File: src/rtl/wash_pkg.sv
// Shared types and constants for the washing-machine phase timer.
package wash_pkg;

  // Timer state encoding; also used as the decoded-phase type
  // (ST_IDLE doubles as "no run phase decoded").
  typedef enum logic [2:0] {
    ST_IDLE  = 3'd0,
    ST_WASH  = 3'd1,
    ST_RINSE = 3'd2,
    ST_SPIN  = 3'd3,
    ST_HOLD  = 3'd4
  } wash_state_e;

  // Watchdog fault codes.
  localparam logic [1:0] FLT_NONE  = 2'b00;
  localparam logic [1:0] FLT_FILL  = 2'b01;
  localparam logic [1:0] FLT_DRAIN = 2'b10;

  // Default parameter values.
  localparam int DEF_CNT_W    = 16;
  localparam int DEF_PRESCALE = 1000;
  localparam int DEF_WD_TICKS = 500;

  // True for the three states that count down a duration.
  function automatic logic is_run_state(input wash_state_e s);
    logic r;
    case (s)
      ST_WASH, ST_RINSE, ST_SPIN: r = 1'b1;
      default:                    r = 1'b0;
    endcase
    return r;
  endfunction

endpackage

File: src/rtl/wash_tick_prescaler.sv
// Divides clk down to a one-clock tick every PRESCALE clocks.
// The tick is high while the counter sits at PRESCALE-1; clr restarts the count.
module wash_tick_prescaler
  import wash_pkg::*;
#(
  parameter int PRESCALE = DEF_PRESCALE
) (
  input  logic clk,
  input  logic reset,
  input  logic clr,
  output logic tick
);

  localparam int PS_W = (PRESCALE > 1) ? $clog2(PRESCALE) : 1;
  localparam logic [PS_W-1:0] PS_LAST = PS_W'(PRESCALE - 1);

  logic [PS_W-1:0] cnt_q;
  logic [PS_W-1:0] cnt_d;

  assign tick = (cnt_q == PS_LAST);

  // Next count: clear on request, wrap after the last count, else increment.
  always_comb begin
    cnt_d = cnt_q;
    if (clr) begin
      cnt_d = '0;
    end else if (tick) begin
      cnt_d = '0;
    end else begin
      cnt_d = cnt_q + PS_W'(1);
    end
  end

  // Prescaler count register.
  always_ff @(posedge clk or posedge reset) begin
    if (reset) begin
      cnt_q <= '0;
    end else begin
      cnt_q <= cnt_d;
    end
  end

endmodule

File: src/rtl/wash_phase_timer.sv
// Phase timer for the washing-machine FSM: decodes the FSM status into
// wash/rinse/spin, loads the matching duration, counts prescaled ticks and
// returns one-clock cycle_timeout / spin_timeout pulses.
// Optional valve watchdog enabled by defining WASH_WATCHDOG_EN.
module wash_phase_timer
  import wash_pkg::*;
#(
  parameter int CNT_W    = DEF_CNT_W,
  parameter int PRESCALE = DEF_PRESCALE,
  parameter int WD_TICKS = DEF_WD_TICKS
) (
  input  logic             clk,
  input  logic             reset,
  input  logic             door_lock,
  input  logic             motor_on,
  input  logic             soap_wash,
  input  logic             water_wash,
  input  logic             fill_value_on,
  input  logic             drain_value_on,
  input  logic [CNT_W-1:0] wash_ticks,
  input  logic [CNT_W-1:0] rinse_ticks,
  input  logic [CNT_W-1:0] spin_ticks,
  input  logic             fault_clr,
  output logic             cycle_timeout,
  output logic             spin_timeout,
  output logic [2:0]       phase,
  output logic [CNT_W-1:0] remaining,
  output logic             fault,
  output logic [1:0]       fault_code
);

  wash_state_e      dec_s;
  wash_state_e      state_q, state_d;
  wash_state_e      held_q, held_d;
  logic [CNT_W-1:0] remaining_q, remaining_d;
  logic [CNT_W-1:0] load_ticks_s;
  logic             cycle_timeout_q, cycle_timeout_d;
  logic             spin_timeout_q, spin_timeout_d;
  logic             ps_clr_s;
  logic             tick_s;

  wash_tick_prescaler #(
    .PRESCALE (PRESCALE)
  ) u_prescaler (
    .clk   (clk),
    .reset (reset),
    .clr   (ps_clr_s),
    .tick  (tick_s)
  );

  // Decode the FSM status into the active phase; first match wins.
  always_comb begin
    dec_s = ST_IDLE;
    if (door_lock && motor_on) begin
      if (soap_wash) begin
        dec_s = ST_WASH;
      end else if (water_wash) begin
        dec_s = ST_RINSE;
      end else begin
        dec_s = ST_SPIN;
      end
    end else begin
      dec_s = ST_IDLE;
    end
  end

  // Select the duration for the decoded phase (only used at load time).
  always_comb begin
    case (dec_s)
      ST_WASH:  load_ticks_s = wash_ticks;
      ST_RINSE: load_ticks_s = rinse_ticks;
      ST_SPIN:  load_ticks_s = spin_ticks;
      default:  load_ticks_s = '0;
    endcase
  end

  // Next-state, countdown and timeout-pulse logic. A phase change always
  // wins over an expiry on the same edge, so a change never pulses.
  always_comb begin
    state_d         = state_q;
    held_d          = held_q;
    remaining_d     = remaining_q;
    cycle_timeout_d = 1'b0;
    spin_timeout_d  = 1'b0;
    ps_clr_s        = 1'b0;
    case (state_q)
      ST_IDLE: begin
        if (dec_s != ST_IDLE) begin
          state_d     = dec_s;
          remaining_d = load_ticks_s;
          ps_clr_s    = 1'b1;
        end else begin
          remaining_d = '0;
        end
      end
      ST_HOLD: begin
        // Wait for the status to move away from the phase that expired.
        if (dec_s == held_q) begin
          remaining_d = '0;
        end else if (dec_s != ST_IDLE) begin
          state_d     = dec_s;
          remaining_d = load_ticks_s;
          ps_clr_s    = 1'b1;
        end else begin
          state_d     = ST_IDLE;
          remaining_d = '0;
        end
      end
      ST_WASH, ST_RINSE, ST_SPIN: begin
        if (dec_s != state_q) begin
          if (dec_s == ST_IDLE) begin
            state_d     = ST_IDLE;
            remaining_d = '0;
          end else begin
            state_d     = dec_s;
            remaining_d = load_ticks_s;
            ps_clr_s    = 1'b1;
          end
        end else if (remaining_q == '0) begin
          state_d     = ST_HOLD;
          held_d      = state_q;
          remaining_d = '0;
          if (state_q == ST_SPIN) begin
            spin_timeout_d = 1'b1;
          end else begin
            cycle_timeout_d = 1'b1;
          end
        end else if (tick_s) begin
          remaining_d = remaining_q - CNT_W'(1);
        end else begin
          remaining_d = remaining_q;
        end
      end
      default: begin
        state_d     = ST_IDLE;
        remaining_d = '0;
      end
    endcase
  end

  // Timer state, countdown and pulse registers.
  always_ff @(posedge clk or posedge reset) begin
    if (reset) begin
      state_q         <= ST_IDLE;
      held_q          <= ST_IDLE;
      remaining_q     <= '0;
      cycle_timeout_q <= 1'b0;
      spin_timeout_q  <= 1'b0;
    end else begin
      state_q         <= state_d;
      held_q          <= held_d;
      remaining_q     <= remaining_d;
      cycle_timeout_q <= cycle_timeout_d;
      spin_timeout_q  <= spin_timeout_d;
    end
  end

  assign cycle_timeout = cycle_timeout_q;
  assign spin_timeout  = spin_timeout_q;
  assign phase         = state_q;
  assign remaining     = remaining_q;

`ifdef WASH_WATCHDOG_EN

  localparam int WD_W = (WD_TICKS > 0) ? $clog2(WD_TICKS + 1) : 1;
  localparam logic [WD_W-1:0] WD_LIM = WD_W'(WD_TICKS);

  logic            fill_prev_q, drain_prev_q;
  logic [WD_W-1:0] fill_cnt_q, fill_cnt_d;
  logic [WD_W-1:0] drain_cnt_q, drain_cnt_d;
  logic            fault_q, fault_d;
  logic [1:0]      fault_code_q, fault_code_d;
  logic            fill_trip_s, drain_trip_s, offender_open_s;

  // Open-time counter step: restart on valve rising edge, count ticks
  // while open, saturate at the limit.
  function automatic logic [WD_W-1:0] wd_next(input logic valve, input logic prev,
                                               input logic tick, input logic [WD_W-1:0] cnt);
    logic [WD_W-1:0] n;
    if (valve && !prev) begin
      n = '0;
    end else if (valve && tick && (cnt < WD_LIM)) begin
      n = cnt + WD_W'(1);
    end else begin
      n = cnt;
    end
    return n;
  endfunction

  // Valve open-time counters and trip detection.
  always_comb begin
    fill_cnt_d   = wd_next(fill_value_on, fill_prev_q, tick_s, fill_cnt_q);
    drain_cnt_d  = wd_next(drain_value_on, drain_prev_q, tick_s, drain_cnt_q);
    fill_trip_s  = fill_value_on && (fill_cnt_d >= WD_LIM);
    drain_trip_s = drain_value_on && (drain_cnt_d >= WD_LIM);
  end

  // Latched fault: clear only once the offending valve has closed.
  always_comb begin
    fault_d      = fault_q;
    fault_code_d = fault_code_q;
    case (fault_code_q)
      FLT_FILL:  offender_open_s = fill_value_on;
      FLT_DRAIN: offender_open_s = drain_value_on;
      default:   offender_open_s = 1'b0;
    endcase
    if (fault_q) begin
      if (fault_clr && !offender_open_s) begin
        fault_d      = 1'b0;
        fault_code_d = FLT_NONE;
      end else begin
        fault_d      = 1'b1;
      end
    end else if (fill_trip_s) begin
      fault_d      = 1'b1;
      fault_code_d = FLT_FILL;
    end else if (drain_trip_s) begin
      fault_d      = 1'b1;
      fault_code_d = FLT_DRAIN;
    end else begin
      fault_d      = 1'b0;
      fault_code_d = FLT_NONE;
    end
  end

  // Watchdog registers.
  always_ff @(posedge clk or posedge reset) begin
    if (reset) begin
      fill_prev_q  <= 1'b0;
      drain_prev_q <= 1'b0;
      fill_cnt_q   <= '0;
      drain_cnt_q  <= '0;
      fault_q      <= 1'b0;
      fault_code_q <= FLT_NONE;
    end else begin
      fill_prev_q  <= fill_value_on;
      drain_prev_q <= drain_value_on;
      fill_cnt_q   <= fill_cnt_d;
      drain_cnt_q  <= drain_cnt_d;
      fault_q      <= fault_d;
      fault_code_q <= fault_code_d;
    end
  end

  assign fault      = fault_q;
  assign fault_code = fault_code_q;

`else

  localparam int unused_wd_ticks = WD_TICKS;
  logic unused_wd_inputs_s;

  assign unused_wd_inputs_s = fault_clr ^ fill_value_on ^ drain_value_on;
  assign fault              = 1'b0;
  assign fault_code         = FLT_NONE;

`endif

endmodule

File: config.mk
export PLATFORM = sky130hd
export DESIGN_NAME = wash_phase_timer
export DESIGN_NICKNAME = d
export VERILOG_FILES = /design/src/rtl/wash_pkg.sv /design/src/rtl/wash_tick_prescaler.sv /design/src/rtl/wash_phase_timer.sv
export SDC_FILE = /design/constraint.sdc
export NUM_CORES = 1
export LEC_CHECK = 0
export ABC_AREA = 1
export CAP_MARGIN = 20
export CORE_MARGIN = 1
export CORE_UTILIZATION = 45
export CTS_BUF_LIST = sky130_fd_sc_hd__clkbuf_16
export CTS_CLUSTER_SIZE = 30
export DETAILED_ROUTE_END_ITERATION = 10
export HOLD_SLACK_MARGIN = 0.08
export PLACE_DENSITY = 0.78
export SLEW_MARGIN = 40
export SYNTH_ARGS = -nofsm -noshare
export SYNTH_HDL_FRONTEND = slang
export SYNTH_SLANG_ARGS = --single-unit
File: constraint.sdc
create_clock -name clk -period 3.5 [get_ports clk]
set_input_delay 0.7 -clock clk [delete_from_list [all_inputs] [get_ports clk]]
set_output_delay 0.7 -clock clk [all_outputs]
set_load 0.01 [all_outputs]
==> impl_metrics.json <==
{
  "status": "completed",
  "dieHeight_um": 77.4,
  "async_flop_share_pct": 100,
  "clk_pin_slew_ps": 60,
  "timing.hold.ws_ps": 506,
  "antenna_cells_inserted": 0,
  "num-fill-cells": 520,
  "die_width_um": 77.4,
  "post-route-drc-count": 0,
  "synth_top_area_cell": "dfrtp_1",
  "leakage_nw": 1.72,
  "stdcell_count": 559,
  "ctsRootBufferMaster": "clkbuf_16",
  "cts_tree": "done",
  "dpl.cell_count": 551,
  "wl_per_cell_um": 11.7,
  "pin_count": 81,
  "synth_top_family_by_area": "simple AND/OR/NAND/NOR gates",
  "cp-end-kind": "flop",
  "dp_hpwl_um": 5140,
  "clk_path_buf_depth": 2,
  "synth.most_common_cell": "nand2_1",
  "via_per_inst": 5.00,
  "period_needed_ps": 2320,
  "setup_tns_ps": 0,
  "synth-simple-area-share_pct": 48.3,
  "vias": 2795,
  "post_cts_resized": 0,
  "clock-sinks": 34,
  "crit_path_start_kind": "primary input",
  "grt-ovfl-total": 0,
  "fin_crit_sh_pct": 66.2,
  "cp.arrival_ps": 2530,
  "hold_viol": 0,
  "cts_buffers": 5,
  "synth-xor-area-share_pct": 4.11,
  "synth_compound_area_share_pct": 4.70,
  "antenna_found_initial": 0,
  "first_pass_iters": 4,
  "p_total_mw": 2.31,
  "synth-adder-area-share_pct": 0.979,
  "ant_nets": 0,
  "synth_top_cell_area_share_pct": 33.3,
  "synthCells": 408,
  "post-cts-setup-buffers": 0,
  "num_rows": 27,
  "gp_congestion": 0.857,
  "synth-main-ff-cell": "dfrtp_1",
  "grt_max_degree": 35,
  "rsz0062_at_grt": "false",
  "cts.htree.levels": 2,
  "setup-violations-final": 0,
  "dieArea_mm2": 0.00598,
  "first_iter_violations": 143,
  "drv_slew": 0,
  "final_nets": 545,
  "cts_hold_buf": 0,
  "syn_area_mm2": 0.00255,
  "grt_usage_pct": 23.2,
  "hold_path_class": "flop to flop",
  "clk_latency_ps": 280,
  "synthDistinctLibCells": 30,
  "layout-drive-gt1-share_pct": 5.95,
  "ys_ff_latch": 34,
  "seq_area_frac_synth_pct": 33.3,
  "ys_warn_count": 0,
  "area_delta_synth_final_pct": 38.3,
  "synth_mux_area_share_pct": 0,
  "p_per_area_mw_per_mm2": 655,
  "core_area_mm2": 0.00547,
  "fmax_mhz": 432,
  "crit_fanout": 12,
  "synth_area_leaders": "dfrtp_1 (33%), nand2_1 (23%), nor2_1 (9.5%), nand3_1 (7.1%), inv_1 (5.6%)",
  "peakVddDrop_mv": 0.355,
  "worstSetupPathType": "primary input to flop",
  "grt_pass1_vias": 2516,
  "yosys-top-cells-count": "nand2_1 (159), nor2_1 (65), inv_1 (38), nand3_1 (36), dfrtp_1 (34)",
  "synth.avg_cell_area_um2": 6.26,
  "cp.required_ps": 3720,
  "io_buffers": 74,
  "skew_ps": 4.30,
  "synth_enable_flop_cells": 0,
  "cap_violations": 0,
  "grt_pass1_wl_um": 11100,
  "start_util_pct": 46.7,
  "finalWirelength_um": 6530
}
## per-layer routing
layer | up-vias | wire length (um) | share of wire, % | GRT usage, %
met5 | - | 0 | 0 | 0
met2 | 102 | 2990 | 46 | 37.2
li1 | 1432 | - | - | -
met1 | 1250 | 2960 | 45 | 32.0
met3 | 11 | 458 | 7.0 | 3.65
met4 | 0 | 121 | 1.9 | 7.55
## worst paths after layout
| path | cells after the start | slack [ps] | from | endpoint |
|---|---|---|---|---|
| worst max-delay path | 11 | 1180 | motor_on | remaining[11] |
| worst min-delay path | 2 | 510 | held_q[2] | held_q[2] |
| worst max register to register | 8 | 1550 | remaining[0] | held_q[0] |
| worst min register to register | 2 | 510 | held_q[2] | held_q[2] |
| max in group asynchronous | 3 | 2370 | reset | remaining[12] |
| min in group asynchronous | 3 | 820 | reset | held_q[2] |
## cells in the final DEF, fill, tap and decap left out, drive strengths merged
cell	netlist	routed
buf	9	4
nand3	36	36
clkbuf	0	5
nand4	11	11
o2bb2ai	2	2
nand3b	1	1
nor3	6	6
nand2	163	163
clkdlybuf4s50	0	74
xor2	9	9
and3	1	1
bufinv	0	1
dfrtp	34	34
nor2	71	71
o211ai	1	1
conb	1	3
ha	2	2
o21ai	8	8
a21oi	8	8
inv	41	41
a21o	1	1
clkinvlp	0	2
xnor2	3	3
## report_power, final
part	leakage [nW]	switching (mW)	internal, mW
sequential	0.455	0.144	0.503
clock	0.0760	0.167	0.335
combinational	1.19	0.687	0.479
## cell type report
type	instances	area, um2	area share, %
multi-input cells	326	1500	42.3
flip-flops and latches	34	851	24.1
repair buffers	78	771	21.8
inverters	41	156	4.42
clock buffers	5	125	3.54
well taps	72	90.1	2.55
clock inverters	3	45.0	1.27
## per-stage QoR
step	worst slack, ps	utilization, %	area [um2]
6_report	1180	64.6	3530
5_1_grt	1010	64.6	3530
4_1_cts	1230	64.6	3530
3_5_place_dp	955	61.5	3360
3_3_place_gp	978	61.5	3360
2_1_floorplan	1710	-	2560
## logic make-up after synthesis
kind of cell               count (synthesis)
xor gates and xnor gates                  12
adders and majority gates                  2
AOI/OAI and AO/OA                         20
and+or+nand+nor                          289
other                                      1
DFF                                       34
buffers and inverters                     50
## registers in the layout (all words and copies together), names as in the netlist
| signal | flops |
|---|---|
| cycle_timeout | 1 |
| held_q | 3 |
| u_prescaler.cnt_q | 10 |
| spin_timeout | 1 |
| phase | 3 |
| remaining | 16 |
## worst max-delay path: stages
cell and delay (ps):
clkdlybuf4s50_1 470, nand2_2 90, inv_2 110, nand2_1 100, nand2_1 120, nand2_1 60, nand4_1 120, nand2_1 300
a21oi_1 320, nand2_1 90, nand2_1 60
Power figures use the tool's default switching activity.
